[src/rtl/id_ex_stage_if.sv]
// Decode-to-Execute bundle: decoded instruction, pipeline control, forward
// sources, and the operand/control fields presented to Execute.
interface id_ex_if #(
  parameter int DATA_W = 32,
  parameter int REG_AW = 5
);
  logic              id_valid;
  logic [DATA_W-1:0] id_pc;
  logic [DATA_W-1:0] id_rs1_data;
  logic [DATA_W-1:0] id_rs2_data;
  logic [DATA_W-1:0] id_imm;
  logic [REG_AW-1:0] id_rs1;
  logic [REG_AW-1:0] id_rs2;
  logic [REG_AW-1:0] id_rd;
  logic [1:0]        id_alu_op;
  logic              id_src1_sel;
  logic              id_src2_sel;
  logic              id_reg_we;
  logic              id_mem_we;
  logic              stall;
  logic              flush;
  logic              mem_fwd_we;
  logic [REG_AW-1:0] mem_fwd_rd;
  logic [DATA_W-1:0] mem_fwd_data;
  logic              wb_fwd_we;
  logic [REG_AW-1:0] wb_fwd_rd;
  logic [DATA_W-1:0] wb_fwd_data;

  logic              ex_valid;
  logic [DATA_W-1:0] ex_pc;
  logic [DATA_W-1:0] alu_src1;
  logic [DATA_W-1:0] alu_src2;
  logic [1:0]        ex_alu_op;
  logic [DATA_W-1:0] ex_store_data;
  logic [REG_AW-1:0] ex_rs1;
  logic [REG_AW-1:0] ex_rs2;
  logic [REG_AW-1:0] ex_rd;
  logic              ex_reg_we;
  logic              ex_mem_we;

  modport master (
    output id_valid, id_pc, id_rs1_data, id_rs2_data, id_imm, id_rs1, id_rs2, id_rd,
           id_alu_op, id_src1_sel, id_src2_sel, id_reg_we, id_mem_we, stall, flush,
           mem_fwd_we, mem_fwd_rd, mem_fwd_data, wb_fwd_we, wb_fwd_rd, wb_fwd_data,
    input  ex_valid, ex_pc, alu_src1, alu_src2, ex_alu_op, ex_store_data,
           ex_rs1, ex_rs2, ex_rd, ex_reg_we, ex_mem_we
  );

  modport slave (
    input  id_valid, id_pc, id_rs1_data, id_rs2_data, id_imm, id_rs1, id_rs2, id_rd,
           id_alu_op, id_src1_sel, id_src2_sel, id_reg_we, id_mem_we, stall, flush,
           mem_fwd_we, mem_fwd_rd, mem_fwd_data, wb_fwd_we, wb_fwd_rd, wb_fwd_data,
    output ex_valid, ex_pc, alu_src1, alu_src2, ex_alu_op, ex_store_data,
           ex_rs1, ex_rs2, ex_rd, ex_reg_we, ex_mem_we
  );
endinterface

[src/rtl/id_ex_stage.sv]
// ID/EX pipeline register with stall/flush, MEM/WB operand forwarding and
// final ALU operand selection for the Execute stage.
module id_ex_stage #(
  parameter int DATA_W = 32,
  parameter int REG_AW = 5
) (
  input logic     clk,
  input logic     rst,
  id_ex_if.slave  bus
);

  typedef struct packed {
    logic              valid;
    logic [DATA_W-1:0] pc;
    logic [DATA_W-1:0] rs1_data;
    logic [DATA_W-1:0] rs2_data;
    logic [DATA_W-1:0] imm;
    logic [REG_AW-1:0] rs1;
    logic [REG_AW-1:0] rs2;
    logic [REG_AW-1:0] rd;
    logic [1:0]        alu_op;
    logic              src1_sel;
    logic              src2_sel;
    logic              reg_we;
    logic              mem_we;
  } stage_t;

  stage_t stage_q;
  stage_t stage_d;

  logic [REG_AW-1:0] src_addr [2];
  logic [DATA_W-1:0] src_data [2];
  logic [DATA_W-1:0] fwd_data [2];
  logic              mem_hit  [2];
  logic              wb_hit   [2];

  assign src_addr[0] = stage_q.rs1;
  assign src_addr[1] = stage_q.rs2;
  assign src_data[0] = stage_q.rs1_data;
  assign src_data[1] = stage_q.rs2_data;

  // Index 0 is rs1, index 1 is rs2; MEM is younger so it beats WB.
  for (genvar gi = 0; gi < 2; gi++) begin : g_fwd
    assign mem_hit[gi]  = bus.mem_fwd_we && (bus.mem_fwd_rd == src_addr[gi]) &&
                          (src_addr[gi] != '0);
    assign wb_hit[gi]   = bus.wb_fwd_we && (bus.wb_fwd_rd == src_addr[gi]) &&
                          (src_addr[gi] != '0);
    assign fwd_data[gi] = mem_hit[gi] ? bus.mem_fwd_data :
                          wb_hit[gi]  ? bus.wb_fwd_data  : src_data[gi];
  end

  always_comb begin
    stage_d = stage_q;
    if (bus.flush) begin
      stage_d = '0;
    end else if (bus.stall) begin
      // A retiring WB result would vanish while we wait, so absorb it now.
      if (wb_hit[0]) stage_d.rs1_data = bus.wb_fwd_data;
      if (wb_hit[1]) stage_d.rs2_data = bus.wb_fwd_data;
    end else begin
      stage_d.valid    = bus.id_valid;
      stage_d.pc       = bus.id_pc;
      stage_d.rs1_data = bus.id_rs1_data;
      stage_d.rs2_data = bus.id_rs2_data;
      stage_d.imm      = bus.id_imm;
      stage_d.rs1      = bus.id_rs1;
      stage_d.rs2      = bus.id_rs2;
      stage_d.rd       = bus.id_rd;
      stage_d.alu_op   = bus.id_alu_op;
      stage_d.src1_sel = bus.id_src1_sel;
      stage_d.src2_sel = bus.id_src2_sel;
      stage_d.reg_we   = bus.id_reg_we & bus.id_valid;
      stage_d.mem_we   = bus.id_mem_we & bus.id_valid;
    end
  end

  always_ff @(posedge clk or posedge rst) begin
    if (rst) stage_q <= '0;
    else     stage_q <= stage_d;
  end

  assign bus.ex_valid      = stage_q.valid;
  assign bus.ex_pc         = stage_q.pc;
  assign bus.alu_src1      = stage_q.src1_sel ? stage_q.pc  : fwd_data[0];
  assign bus.alu_src2      = stage_q.src2_sel ? stage_q.imm : fwd_data[1];
  assign bus.ex_alu_op     = stage_q.alu_op;
  assign bus.ex_store_data = fwd_data[1];
  assign bus.ex_rs1        = stage_q.rs1;
  assign bus.ex_rs2        = stage_q.rs2;
  assign bus.ex_rd         = stage_q.rd;
  assign bus.ex_reg_we     = stage_q.reg_we;
  assign bus.ex_mem_we     = stage_q.mem_we;

endmodule

[src/flat_wrapper.sv]
// flat-port wrapper written by rule: the top's interface ports become plain ports
module id_ex_stage_flat 
#(
  parameter int DATA_W = 32,
  parameter int REG_AW = 5
)
  (clk, rst, bus_id_valid, bus_id_pc, bus_id_rs1_data, bus_id_rs2_data, bus_id_imm, bus_id_rs1, bus_id_rs2, bus_id_rd, bus_id_alu_op, bus_id_src1_sel, bus_id_src2_sel, bus_id_reg_we, bus_id_mem_we, bus_stall, bus_flush, bus_mem_fwd_we, bus_mem_fwd_rd, bus_mem_fwd_data, bus_wb_fwd_we, bus_wb_fwd_rd, bus_wb_fwd_data, bus_ex_valid, bus_ex_pc, bus_alu_src1, bus_alu_src2, bus_ex_alu_op, bus_ex_store_data, bus_ex_rs1, bus_ex_rs2, bus_ex_rd, bus_ex_reg_we, bus_ex_mem_we);
  id_ex_if #(.DATA_W(DATA_W), .REG_AW(REG_AW)) bus_i ();
  input logic clk;
  input logic rst;
  input wire logic [$bits(bus_i.id_valid)-1:0] bus_id_valid;
  input wire logic [$bits(bus_i.id_pc)-1:0] bus_id_pc;
  input wire logic [$bits(bus_i.id_rs1_data)-1:0] bus_id_rs1_data;
  input wire logic [$bits(bus_i.id_rs2_data)-1:0] bus_id_rs2_data;
  input wire logic [$bits(bus_i.id_imm)-1:0] bus_id_imm;
  input wire logic [$bits(bus_i.id_rs1)-1:0] bus_id_rs1;
  input wire logic [$bits(bus_i.id_rs2)-1:0] bus_id_rs2;
  input wire logic [$bits(bus_i.id_rd)-1:0] bus_id_rd;
  input wire logic [$bits(bus_i.id_alu_op)-1:0] bus_id_alu_op;
  input wire logic [$bits(bus_i.id_src1_sel)-1:0] bus_id_src1_sel;
  input wire logic [$bits(bus_i.id_src2_sel)-1:0] bus_id_src2_sel;
  input wire logic [$bits(bus_i.id_reg_we)-1:0] bus_id_reg_we;
  input wire logic [$bits(bus_i.id_mem_we)-1:0] bus_id_mem_we;
  input wire logic [$bits(bus_i.stall)-1:0] bus_stall;
  input wire logic [$bits(bus_i.flush)-1:0] bus_flush;
  input wire logic [$bits(bus_i.mem_fwd_we)-1:0] bus_mem_fwd_we;
  input wire logic [$bits(bus_i.mem_fwd_rd)-1:0] bus_mem_fwd_rd;
  input wire logic [$bits(bus_i.mem_fwd_data)-1:0] bus_mem_fwd_data;
  input wire logic [$bits(bus_i.wb_fwd_we)-1:0] bus_wb_fwd_we;
  input wire logic [$bits(bus_i.wb_fwd_rd)-1:0] bus_wb_fwd_rd;
  input wire logic [$bits(bus_i.wb_fwd_data)-1:0] bus_wb_fwd_data;
  output wire logic [$bits(bus_i.ex_valid)-1:0] bus_ex_valid;
  output wire logic [$bits(bus_i.ex_pc)-1:0] bus_ex_pc;
  output wire logic [$bits(bus_i.alu_src1)-1:0] bus_alu_src1;
  output wire logic [$bits(bus_i.alu_src2)-1:0] bus_alu_src2;
  output wire logic [$bits(bus_i.ex_alu_op)-1:0] bus_ex_alu_op;
  output wire logic [$bits(bus_i.ex_store_data)-1:0] bus_ex_store_data;
  output wire logic [$bits(bus_i.ex_rs1)-1:0] bus_ex_rs1;
  output wire logic [$bits(bus_i.ex_rs2)-1:0] bus_ex_rs2;
  output wire logic [$bits(bus_i.ex_rd)-1:0] bus_ex_rd;
  output wire logic [$bits(bus_i.ex_reg_we)-1:0] bus_ex_reg_we;
  output wire logic [$bits(bus_i.ex_mem_we)-1:0] bus_ex_mem_we;
  assign bus_i.id_valid = bus_id_valid;
  assign bus_i.id_pc = bus_id_pc;
  assign bus_i.id_rs1_data = bus_id_rs1_data;
  assign bus_i.id_rs2_data = bus_id_rs2_data;
  assign bus_i.id_imm = bus_id_imm;
  assign bus_i.id_rs1 = bus_id_rs1;
  assign bus_i.id_rs2 = bus_id_rs2;
  assign bus_i.id_rd = bus_id_rd;
  assign bus_i.id_alu_op = bus_id_alu_op;
  assign bus_i.id_src1_sel = bus_id_src1_sel;
  assign bus_i.id_src2_sel = bus_id_src2_sel;
  assign bus_i.id_reg_we = bus_id_reg_we;
  assign bus_i.id_mem_we = bus_id_mem_we;
  assign bus_i.stall = bus_stall;
  assign bus_i.flush = bus_flush;
  assign bus_i.mem_fwd_we = bus_mem_fwd_we;
  assign bus_i.mem_fwd_rd = bus_mem_fwd_rd;
  assign bus_i.mem_fwd_data = bus_mem_fwd_data;
  assign bus_i.wb_fwd_we = bus_wb_fwd_we;
  assign bus_i.wb_fwd_rd = bus_wb_fwd_rd;
  assign bus_i.wb_fwd_data = bus_wb_fwd_data;
  assign bus_ex_valid = bus_i.ex_valid;
  assign bus_ex_pc = bus_i.ex_pc;
  assign bus_alu_src1 = bus_i.alu_src1;
  assign bus_alu_src2 = bus_i.alu_src2;
  assign bus_ex_alu_op = bus_i.ex_alu_op;
  assign bus_ex_store_data = bus_i.ex_store_data;
  assign bus_ex_rs1 = bus_i.ex_rs1;
  assign bus_ex_rs2 = bus_i.ex_rs2;
  assign bus_ex_rd = bus_i.ex_rd;
  assign bus_ex_reg_we = bus_i.ex_reg_we;
  assign bus_ex_mem_we = bus_i.ex_mem_we;
  id_ex_stage #(.DATA_W(DATA_W), .REG_AW(REG_AW)) u_core (.clk(clk), .rst(rst), .bus(bus_i));
endmodule
[config.mk]
export PLATFORM = sky130hd
export DESIGN_NAME = id_ex_stage_flat
export DESIGN_NICKNAME = d
export VERILOG_FILES = /design/src/rtl/id_ex_stage_if.sv /design/src/rtl/id_ex_stage.sv /design/src/flat_wrapper.sv
export SDC_FILE = /design/constraint.sdc
export NUM_CORES = 1
export LEC_CHECK = 0
export CAP_MARGIN = 40
export CORE_ASPECT_RATIO = 1.2
export CORE_MARGIN = 4
export CORE_UTILIZATION = 40
export CTS_CLUSTER_DIAMETER = 30
export DETAILED_ROUTE_END_ITERATION = 8
export GPL_TIMING_DRIVEN = 0
export PLACE_DENSITY = 0.75
export SYNTH_ARGS = -nofsm -noshare
export SYNTH_HDL_FRONTEND = slang
export SYNTH_SLANG_ARGS = --single-unit
[constraint.sdc]
create_clock -name clk -period 8 [get_ports clk]
set_input_delay 1.2 -clock clk [delete_from_list [all_inputs] [get_ports clk]]
set_output_delay 1.2 -clock clk [all_outputs]
set_load 0.02 [all_outputs]
==> reports/results.txt <==
Finished Core Util: 61.4%
Synth Flop Type: dfrtp_1
Worst path cell trace: clkdlybuf4s50_1 -> or2_1 -> o21ai_1 -> clkbuf_1 -> nand4_1 -> a31oi_4 -> mux2_2 -> clkdlybuf4s50_1
Number of global-route vias before repair: 9,668
Slew Limit Fails: 0
H-tree levels: 4
Post-Place Cells: 1,620
CP required: 6.80 ns
F_max: 181 MHz
CP Launch Type: primary input
Drt total wl: 38,500 µm
Arr. time, crit path: 4.33 ns
Maximum VDD drop: 0.000139 V
Setup-failing EPs final: 0
Final Non-Filler Cells: 1,652
Synthesis-to-layout area growth: 50.8%
DRT Pass-1 Iters: 6
TritonCTS Buffers: 17
Final hold violation count: 0
Worst hold path type: reg2reg
GP Congestion: 0.864
# Post-CTS Setup Buffers: 0
Iter 0 DRT Violations: 917
Row Count: 61
Worst skew pair latency: 0.43 ns
Total track usage: 28.7%
CTS root buffer: clkbuf_16
Post-cts resize count: 0
CP most frequent cell: clkdlybuf4s50_1
Nets: 1,554
Crit-path max FO: 10
Synth Register Bits: 150
Lkg Pwr: 5.74 nW
Setup TNS: 0 ns
Register-to-register setup slack: 5.52 ns
Clock slew at reported path FFs: 0.06 ns
Bufs and invs on worst path: 3
Die width: 148 µm
Max incr delay on CP: 0.61 ns
Slew margin rel.: 46.9%
Max Buffers Root-to-Sink: 2
Syn_area_per_cell: 10.2 µm²
Initial antenna violation count: 0
Final min period: 5.53 ns
Mapped cell area: 9470 µm²
Largest net degree at the start of global routing: 115
Share of cells above drive strength 1: 14.6%
EDFF count, synth: 0
PwrDens: 166 nW/µm²
Vias: 9,120
Vias per inst: 5.52
Post-Syn Instances: 925
DRC: 0
Status: finished clean
Period utilization: 69.1%
Starting Density: 40.7%
CP Class: in2out
Clk_skew: 0.0143 ns
Die area: 26,200 µm²
Asr flop ratio synth: 100%
Synth cell types: 40
Die Y: 177 µm
Syn nets: 1,155
ANT nets after route: 0
Detailed-route wire length per cell: 23.3 µm
DP HPWL: 28,900 µm
Crit-path slowest cell: clkdlybuf4s50_1
TritonCTS clock tree: built
TritonCTS sink count: 150
Sequential share of the synthesized area: 39.6%
Maxcap violations: 0
First-pass GRT wire length: 57,800 µm
Total global routing overflow: 0
Ant. Diodes: 0
I/O pins: 378
RSZ-0062 raised after global routing: no
Crit end category: output port
Crit-path leading delay family: buffers and inverters
PortBufs: 375
Core Area: 23,300 µm²
# hold bufs at CTS: 0
Yosys warns: 0
Actual slew at the worst max-slew pin: 0.797 ns
final cells by class:
type                       count  area [µm²]
fill                        2029        8990
multi-input combinational    570        4690
timing repair buffer         380        3820
sequential                   150        3750
buffer                       140         790
clock buffer                  20         447
tap                          315         394
inverter                      65         251
clock inverter                12         143
worst reg2reg max path: stages (launching register included):
cell      delay [ns]
dfrtp_1         0.43
or2_1           0.26
o21ai_1         0.47
clkbuf_1        0.52
nand4_1         0.30
a311oi_1        0.38
cell usage after synthesis, types with 31 or more instances:
library cell	number	area share, %
mux2_2	31	3.7
mux2i_1	115	12
dfrtp_1	150	40
buf_4	52	4.1
inv_1	65	2.6
a211oi_1	32	2.5
nand4_1	33	2.2
nor2_1	153	6.1
clkbuf_1	67	2.7
nor4_1	33	2.2
a311oi_1	32	3.0
a222oi_1	32	3.4
state kept, by name, summed over array words and instances (netlist names), 2 cells and up:
name and flops:
u_core.bus.ex_alu_op 2, u_core.bus.ex_pc 32, u_core.bus.ex_rd 5, u_core.bus.ex_rs1 5
u_core.bus.ex_rs2 5, u_core.src_data 64, u_core.stage_q 34
worst paths after layout:
check                                           end  cells past startpoint            startpoint
worst max-delay path               bus_alu_src2[11]                      8      bus_wb_fwd_rd[1]
worst min-delay path             u_core.stage_q[23]                      2    u_core.stage_q[23]
worst max register to register   u_core.src_data[6]                      5  u_core.bus.ex_rs2[1]
worst min register to register   u_core.stage_q[23]                      2    u_core.stage_q[23]
max in group asynchronous       u_core.src_data[55]                      3                   rst
min in group asynchronous       u_core.bus.ex_rd[1]                      2                   rst
where the power goes:
group	internal (mW)	switching, mW	total (mW)
sequential	0.804	0.0287	0.833
combinational	0.340	0.368	0.708
clock	0.473	0.358	0.831
total	1.62	0.755	2.37
kinds of logic (layout without fill, tap and decap cells):
group	Yosys count	count (layout)	share of synthesized area [%]
flops	150	150	39.6
mux	147	147	16.0
buf+inv	205	617	10.9
compound gates	167	167	20.4
simple gates	239	239	11.6
xor+xnor	17	17	1.57
stage by stage:
| step | setup WS (ns) | cell area (µm²) | hold slack [ns] | power, mW |
|---|---|---|---|---|
| after floorplan | 2.76 | 9470 | 0.484 | 1.20 |
| after global placement | 0.294 | 13600 | 0.496 | 1.54 |
| after detailed placement | 2.53 | 13700 | 0.509 | 1.55 |
| after CTS | 2.52 | 14300 | 0.525 | 2.38 |
| after global routing | 2.36 | 14300 | 0.541 | 2.45 |
| final | 2.47 | 14300 | 0.519 | 2.37 |
layout by cell type (no fill, tap or decap), types with 2 or more instances in the layout:
master and n:
a211oi_1 32, a222oi_1 32, a22oi_1 2, a311oi_1 32, a31oi_1 2, a31oi_4 30, buf_1 7, buf_12 3
buf_2 10, buf_4 52, buf_6 4, bufinv_16 2, clkbuf_1 69, clkbuf_16 17, clkdlybuf4s50_1 375, clkinvlp_4 6
dfrtp_1 150, inv_1 64, inv_6 3, inv_8 2, mux2_2 31, mux2i_1 115, nand2_1 8, nand3_1 3
nand4_1 33, nor2_1 153, nor4_1 33, o31ai_1 3, o31ai_2 29, xnor2_1 17
per-layer routing:
metal / GRT usage (%) / part of all wire [%] / vias up
met2: 49.3 / 50 / 402
met1: 35.9 / 40 / 4505
li1: - / - / 4147
met3: 6.16 / 6.8 / 66
met5: 0 / 0 / -
met4: 9.63 / 2.7 / 0
No activity file was read; power rests on OpenSTA's default activity.
